`src/rtl/chan_dump.sv`:
```
// Dumps one channel's circular sample RAM, oldest to newest, one byte at a time over a
// trmt/tx_done UART handshake, and pulses dump_done when every entry has been sent.
module chan_dump #(
  parameter int ENTRIES = 384,
  parameter int LOG2    = 9
) (
  input  logic            clk,
  input  logic            rst_n,
  input  logic            dump_start,
  input  logic [2:0]      dump_chan,
  input  logic [LOG2-1:0] waddr_last,
  input  logic [7:0]      rdata,
  input  logic            tx_done,
  output logic [2:0]      ch_sel,
  output logic [LOG2-1:0] raddr,
  output logic [7:0]      tx_data,
  output logic            trmt,
  output logic            busy,
  output logic            dump_done
);

  localparam logic [LOG2:0]   DEPTH = (LOG2+1)'(ENTRIES);
  localparam logic [LOG2-1:0] LAST  = LOG2'(ENTRIES - 1);
  localparam logic [LOG2-1:0] ONE   = LOG2'(1);

  typedef enum logic [2:0] {
    IDLE    = 3'd0,
    READ    = 3'd1,
    LOAD    = 3'd2,
    XMIT    = 3'd3,
    WAIT_TX = 3'd4,
    DONE    = 3'd5
  } state_t;

  state_t          state_reg, state_next;
  logic [2:0]      ch_sel_reg, ch_sel_next;
  logic [LOG2-1:0] raddr_reg, raddr_next;
  logic [7:0]      tx_data_reg, tx_data_next;
  logic            trmt_reg, trmt_next;
  logic            busy_reg, busy_next;
  logic            dump_done_reg, dump_done_next;
  logic [LOG2-1:0] count_reg, count_next;
  logic            settle_reg, settle_next;

  logic            chan_ok;
  logic [LOG2-1:0] start_addr;
  logic [LOG2-1:0] raddr_inc;
  logic            last_byte;

  assign chan_ok    = (dump_chan != 3'd0) && (dump_chan <= 3'd5);
  assign start_addr = ({1'b0, waddr_last} >= DEPTH) ? '0 : waddr_last;
  assign raddr_inc  = (raddr_reg == LAST) ? '0 : raddr_reg + ONE;
  assign last_byte  = (count_reg == LAST);

  // State and every output are registered together.
  always_ff @(posedge clk or negedge rst_n) begin
    if (!rst_n) begin
      state_reg     <= IDLE;
      ch_sel_reg    <= '0;
      raddr_reg     <= '0;
      tx_data_reg   <= '0;
      trmt_reg      <= 1'b0;
      busy_reg      <= 1'b0;
      dump_done_reg <= 1'b0;
      count_reg     <= '0;
      settle_reg    <= 1'b0;
    end else begin
      state_reg     <= state_next;
      ch_sel_reg    <= ch_sel_next;
      raddr_reg     <= raddr_next;
      tx_data_reg   <= tx_data_next;
      trmt_reg      <= trmt_next;
      busy_reg      <= busy_next;
      dump_done_reg <= dump_done_next;
      count_reg     <= count_next;
      settle_reg    <= settle_next;
    end
  end

  always_comb begin
    state_next = state_reg;
    case (state_reg)
      IDLE:    if (dump_start && chan_ok) state_next = READ;
      // After an address step READ lasts one extra cycle, giving four cycles tx_done->trmt.
      READ:    if (!settle_reg) state_next = LOAD;
      LOAD:    state_next = XMIT;
      XMIT:    state_next = WAIT_TX;
      WAIT_TX: if (tx_done) state_next = last_byte ? DONE : READ;
      DONE:    state_next = IDLE;
      default: state_next = IDLE;
    endcase
  end

  always_comb begin
    ch_sel_next    = ch_sel_reg;
    raddr_next     = raddr_reg;
    tx_data_next   = tx_data_reg;
    trmt_next      = 1'b0;
    busy_next      = busy_reg;
    dump_done_next = 1'b0;
    count_next     = count_reg;
    settle_next    = settle_reg;
    case (state_reg)
      IDLE: begin
        if (dump_start) begin
          if (chan_ok) begin
            ch_sel_next = dump_chan;
            raddr_next  = start_addr;
            count_next  = '0;
            busy_next   = 1'b1;
            settle_next = 1'b0;
          end else begin
            dump_done_next = 1'b1;
          end
        end
      end
      READ: settle_next = 1'b0;
      LOAD: begin
        tx_data_next = rdata;
        trmt_next    = 1'b1;
      end
      WAIT_TX: begin
        if (tx_done) begin
          if (last_byte) begin
            busy_next      = 1'b0;
            dump_done_next = 1'b1;
          end else begin
            count_next  = count_reg + ONE;
            raddr_next  = raddr_inc;
            settle_next = 1'b1;
          end
        end
      end
      default: ;
    endcase
  end

  assign ch_sel    = ch_sel_reg;
  assign raddr     = raddr_reg;
  assign tx_data   = tx_data_reg;
  assign trmt      = trmt_reg;
  assign busy      = busy_reg;
  assign dump_done = dump_done_reg;

endmodule

```
`config.mk`:
```
export PLATFORM = sky130hd
export DESIGN_NAME = chan_dump
export DESIGN_NICKNAME = d
export VERILOG_FILES = /design/src/rtl/chan_dump.sv
export SDC_FILE = /design/constraint.sdc
export NUM_CORES = 1
export LEC_CHECK = 0
export BUFFER_PORTS_ARGS = -buffer_cell sky130_fd_sc_hd__buf_2
export CAP_MARGIN = 5
export CORE_ASPECT_RATIO = 1.25
export CORE_MARGIN = 3
export CORE_UTILIZATION = 52
export CTS_CLUSTER_DIAMETER = 120
export DETAILED_ROUTE_END_ITERATION = 6
export GPL_TIMING_DRIVEN = 0
export PLACE_DENSITY_LB_ADDON = 0.08
export SLEW_MARGIN = 30
export SYNTH_ARGS = -nofsm -noshare
export SYNTH_HDL_FRONTEND = slang
export SYNTH_SLANG_ARGS = --single-unit
```
`constraint.sdc`:
```
create_clock -name clk -period 2.7 [get_ports clk]
set_clock_uncertainty 0.15 [all_clocks]
set_input_delay 0.675 -clock clk [delete_from_list [all_inputs] [get_ports clk]]
set_output_delay 0.675 -clock clk [all_outputs]
set_load 0.005 [all_outputs]
```
**After elaboration in Yosys (flattened, before gate mapping)**

Cells that the tools add are included.

- Add/subtract/negate cells: 2
- Magnitude comparators: 2
- Equal/unequal tests: 13
- Mux-type cells: 33
- Reductions and logical operators: 11

Operator list:

| operator | number |
|---|---|
| $mux W9 | 10 |
| $pmux W9 S2 | 2 |
| $add A9 B1 Y9 const B | 2 |
| $eq A9 B9 Y1 const B | 2 |
| $pmux W3 S5 | 1 |
| $reduce_and A5 Y1 | 3 |
| $ne A2 B2 Y1 const B | 7 |
| $mux W1 | 13 |
| $mux W3 | 4 |
| $ge A9 B9 Y1 const B | 1 |
| $eq A3 B2 Y1 const B | 2 |
| $reduce_and A3 Y1 | 2 |
| $reduce_bool A3 Y1 | 2 |
| $pmux W1 S2 | 2 |
| $eq A3 B1 Y1 const B | 1 |
| $eq A3 B3 Y1 const B | 1 |
| $le A3 B3 Y1 const B | 1 |
| $logic_not A3 Y1 | 1 |
| $pmux W1 S3 | 1 |
| $logic_and A1 B1 Y1 | 2 |
| $reduce_bool A2 Y1 | 1 |

- Register bits after elaboration: 36
- Input bits: 24
- Word-level logic and storage cells: 70

**Logic depth before layout (Yosys ltp)**

- Depth after elaboration: 5
- Depth in mapped cells: 8
- Mapped depth without buffers: 6

**Least setup slack after synthesis**

No wires, ideal clock.

- Path kind: input to register
- Start: in dump_chan[2]
- End: reg raddr_reg[3], in the netlist raddr[3]
- Setup time: 0.080 ns
- Data arrival time: 1.646 ns
- Required time: 2.470 ns
- Setup slack: 0.824 ns
- Stages on the path: 6
- Buffers on the path: 1
- Cell sequence: nor3_1 nand3b_2 a21boi_4 buf_6 a21oi_2 o22ai_2

- Cells in the longest elaborated chain, start to end: 4

RTL lines:

| what | RTL line | source |
|---|---|---|
| start, declared | 10 | `input logic [2:0] dump_chan,` |
| $le A3 B3 Y1 / $reduce_bool A3 Y1 (equally long branches) | 50 | `assign chan_ok = (dump_chan != 3'd0) && (dump_chan <= 3'd5);` |
| $logic_and A1 B1 Y1 * | 50 |  |
| $ne A2 B2 Y1 (no source line) * | - |  |
| $reduce_and A5 Y1 (no source line) * | - |  |
| end signal, assigned | 70 | `raddr_reg <= raddr_next;` |
| end, declared | 37 | `logic [LOG2-1:0] raddr_reg, raddr_next;` |

Mark *: on every way between the ends. The rest lies on a longest branch, timed or not.
A chain may end at the register's enable or synchronous reset.

**Worst setup path in the final report**

- Start: reg raddr_reg[1], in the netlist raddr[1]
- End: reg raddr_reg[0], in the netlist raddr[0]

- Cells in the longest elaborated chain, start to end: 5

RTL lines:

| what | RTL line | source |
|---|---|---|
| $eq A9 B9 Y1 | 52 | `assign raddr_inc = (raddr_reg == LAST) ? '0 : raddr_reg + ONE;` |
| $mux W9 | 52 |  |
| $mux W9 | 124 | `if (last_byte) begin` |
| $mux W9 | 123 | `if (tx_done) begin` |
| $pmux W9 S2 | 103 | `case (state_reg)` |

No other way between the ends. The select of a mux whose other input is x is not followed.

==> impl_metrics.json <==
{
  "worstPathRequired_ns": 2.76,
  "port_buffers": 46,
  "rsz0062_at_grt": "no",
  "layout-drive-gt1-share": 0.372,
  "crit_buf_inv": 0,
  "cts_sinks": 36,
  "syn2layout_area_growth_pct": 19.6,
  "design_area_um2": 2270,
  "worst_pin_slew_ns": 0.789,
  "critPathSlowestCell": "dfrtp_1",
  "slew_viol_final": 0,
  "critPathTopFamily": "compound AO/OA/AOI/OAI gates",
  "ys_ff_latch": 36,
  "coreArea_um2": 3370,
  "ant_nets": 0,
  "power_density_nw_per_um2": 984,
  "ys_seq_area_frac": 0.475,
  "fillCellCount": 283,
  "synth_cell_type_count": 48,
  "power.leakage_uw": 0.00110,
  "gp_routability_congestion": 0.890,
  "syn_inst": 181,
  "clockBufferDepth": 2,
  "slew_headroom": 0.474,
  "synth_top_family_by_area": "compound AO/OA/AOI/OAI gates",
  "die_x_um": 60.0,
  "cp-end-kind": "flip-flop",
  "rows": 23,
  "hp-class": "primary input to asynchronous set/reset pin",
  "htreeDepth": 2,
  "placed_cell_area_um2": 2170,
  "arrival_ns": 2.16,
  "dp_hpwl_um": 3160,
  "muxShareOfSynthArea": 0.0705,
  "status": "complete, no violations",
  "period_share": 0.779,
  "cts_tree": "built",
  "ys_warn_count": 0,
  "die_area_um2": 4420,
  "first_pass_iters": 4,
  "cpPeakStageDelay_ns": 0.42,
  "worst_ir_drop_vdd_uv": 843,
  "max_freq_ghz": 0.476,
  "clkSlewWorstSetupHoldPaths_ns": 0.08,
  "fin_crit_ns": 2.10,
  "overflow": 0,
  "setup_viol": 0,
  "cap_violations": 0,
  "synthSimpleGateAreaFrac": 0.175,
  "finalWirelength_um": 4250,
  "drt_iter0_drc": 84,
  "path_max_fanout": 6,
  "gr-usage-all-layers": 0.217,
  "grt_pass1_vias": 1647,
  "clk_latency_ns": 0.30,
  "viasPerCell": 5.98,
  "fin_setup_tns_ns": 0,
  "grt_pass1_wl_um": 7220,
  "drc": 0,
  "crit_type": "flip-flop to flip-flop",
  "wl_per_cell_um": 15.7,
  "startpoint_type": "flip-flop",
  "final_nets": 260,
  "num_vias": 1620,
  "cts_resized": 0,
  "hold_violations": 0,
  "synth-xor-area-share": 0,
  "initial_utilization": 0.564,
  "synthFlopType": "dfrtp_1",
  "synth_edf_count": 0,
  "post_cts.repair.setup_buffers": 0,
  "cp_cell_sequence": "ha_1 -> and4_1 -> and3_1 -> a31oi_2 -> a221oi_1 -> a21oi_1",
  "diodes": 0,
  "io_pins": 47,
  "hold_buffers": 0,
  "numCtsBuffers": 5,
  "synth-compound-area-share": 0.210,
  "grt_max_degree": 37,
  "cts_root_buffer": "clkbuf_8",
  "avgSynthCellArea_um2": 10.5,
  "postSynth.asyncResetShare": 1.00,
  "die_h_um": 73.6,
  "synthAdderAreaFrac": 0.0132,
  "synth_nets": 207,
  "antenna_found_initial": 0,
  "synthesis.area_um2": 1900
}
layout make-up:
class	instances	area, um2	area share
multi-input combinational	129	891	0.392
buffer	10	83.8	0.0369
tap	37	46.3	0.0204
timing repair buffer	46	230	0.101
inverter	6	22.5	0.00992
clock buffer	7	96.3	0.0424
sequential	36	901	0.397
synth_stat cells (2+ instances only):
cell      n  area share
a22oi_1   3       0.012
and4_1    3       0.014
nand3_1   7       0.018
nand4_1   2      0.0066
a21oi_1   9       0.024
o21ai_1  12       0.032
o31ai_1   3       0.012
and2_1    2      0.0066
a31oi_1   4       0.013
nand2_1  15       0.030
ha_1      2       0.013
mux2_2   11       0.065
buf_6     5       0.030
and3_1    2      0.0066
buf_2     3      0.0079
inv_1     6       0.012
o21ai_0   9       0.024
dfrtp_1  36        0.47
nor2b_1   2      0.0066
a32oi_1   3       0.014
nor2_1   14       0.028
o21ai_2   2      0.0092
metrics by stage:
stage / instances / hold WS [ns] / utilization / total power (uW) / setup WS [ns]
floorplan: 181 / 0.229 / - / 1510 / 0.824
global placement: 264 / 0.308 / 0.646 / 1780 / 0.509
detailed placement: 264 / 0.309 / 0.646 / 1840 / 0.478
CTS: 271 / 0.325 / 0.674 / 2260 / 0.598
global route: 271 / 0.361 / 0.674 / 2410 / 0.477
finish: 271 / 0.307 / 0.674 / 2230 / 0.598
cells by family (layout without fill, tap and decap cells):
family / count (synthesis) / after routing
buf+inv: 16 / 69
fa+ha+maj: 2 / 2
flops: 36 / 36
compound gates: 58 / 58
mux: 12 / 12
simple gates: 57 / 57
final timing paths:
kind	cells after the start	startpoint	to	slack, ns
worst max-delay path	6	raddr[1]$_DFFE_PN0P_	raddr[0]$_DFFE_PN0P_	0.60
worst min-delay path	1	rst_n	raddr[1]$_DFFE_PN0P_	0.31
worst max register to register	6	raddr[1]$_DFFE_PN0P_	raddr[0]$_DFFE_PN0P_	0.60
worst min register to register	2	busy$_DFFE_PN0P_	busy$_DFFE_PN0P_	0.32
max in group asynchronous	1	rst_n	state_reg[1]$_DFFE_PN0P_	1.59
min in group clk	2	busy$_DFFE_PN0P_	busy$_DFFE_PN0P_	0.32
layer usage:
layer / global-route usage / wire length, um
met2: 0.364 / 2270
met3: 0.0510 / 215
met5: 0 / 0
met1: 0.256 / 1680
met4: 0.101 / 93
power by group:
group	switching, uW	leakage (uW)	internal, uW
Clock	190	0.0000503	227
Sequential	143	0.000454	733
Combinational	473	0.000595	467
Total	806	0.00110	1430
cells in the final DEF, fill, tap and decap left out, types with 2 or more instances in the layout:
cell	instances
buf_2	49
dfrtp_1	36
nand2_1	15
nor2_1	14
o21ai_1	12
mux2_2	11
a21oi_1	9
o21ai_0	9
nand3_1	7
clkbuf_8	7
inv_1	6
buf_6	5
a31oi_1	4
and4_1	3
a32oi_1	3
a22oi_1	3
o31ai_1	3
and2_1	2
nor2b_1	2
nand4_1	2
and3_1	2
o21ai_2	2
ha_1	2
Power figures use the tool's default switching activity.
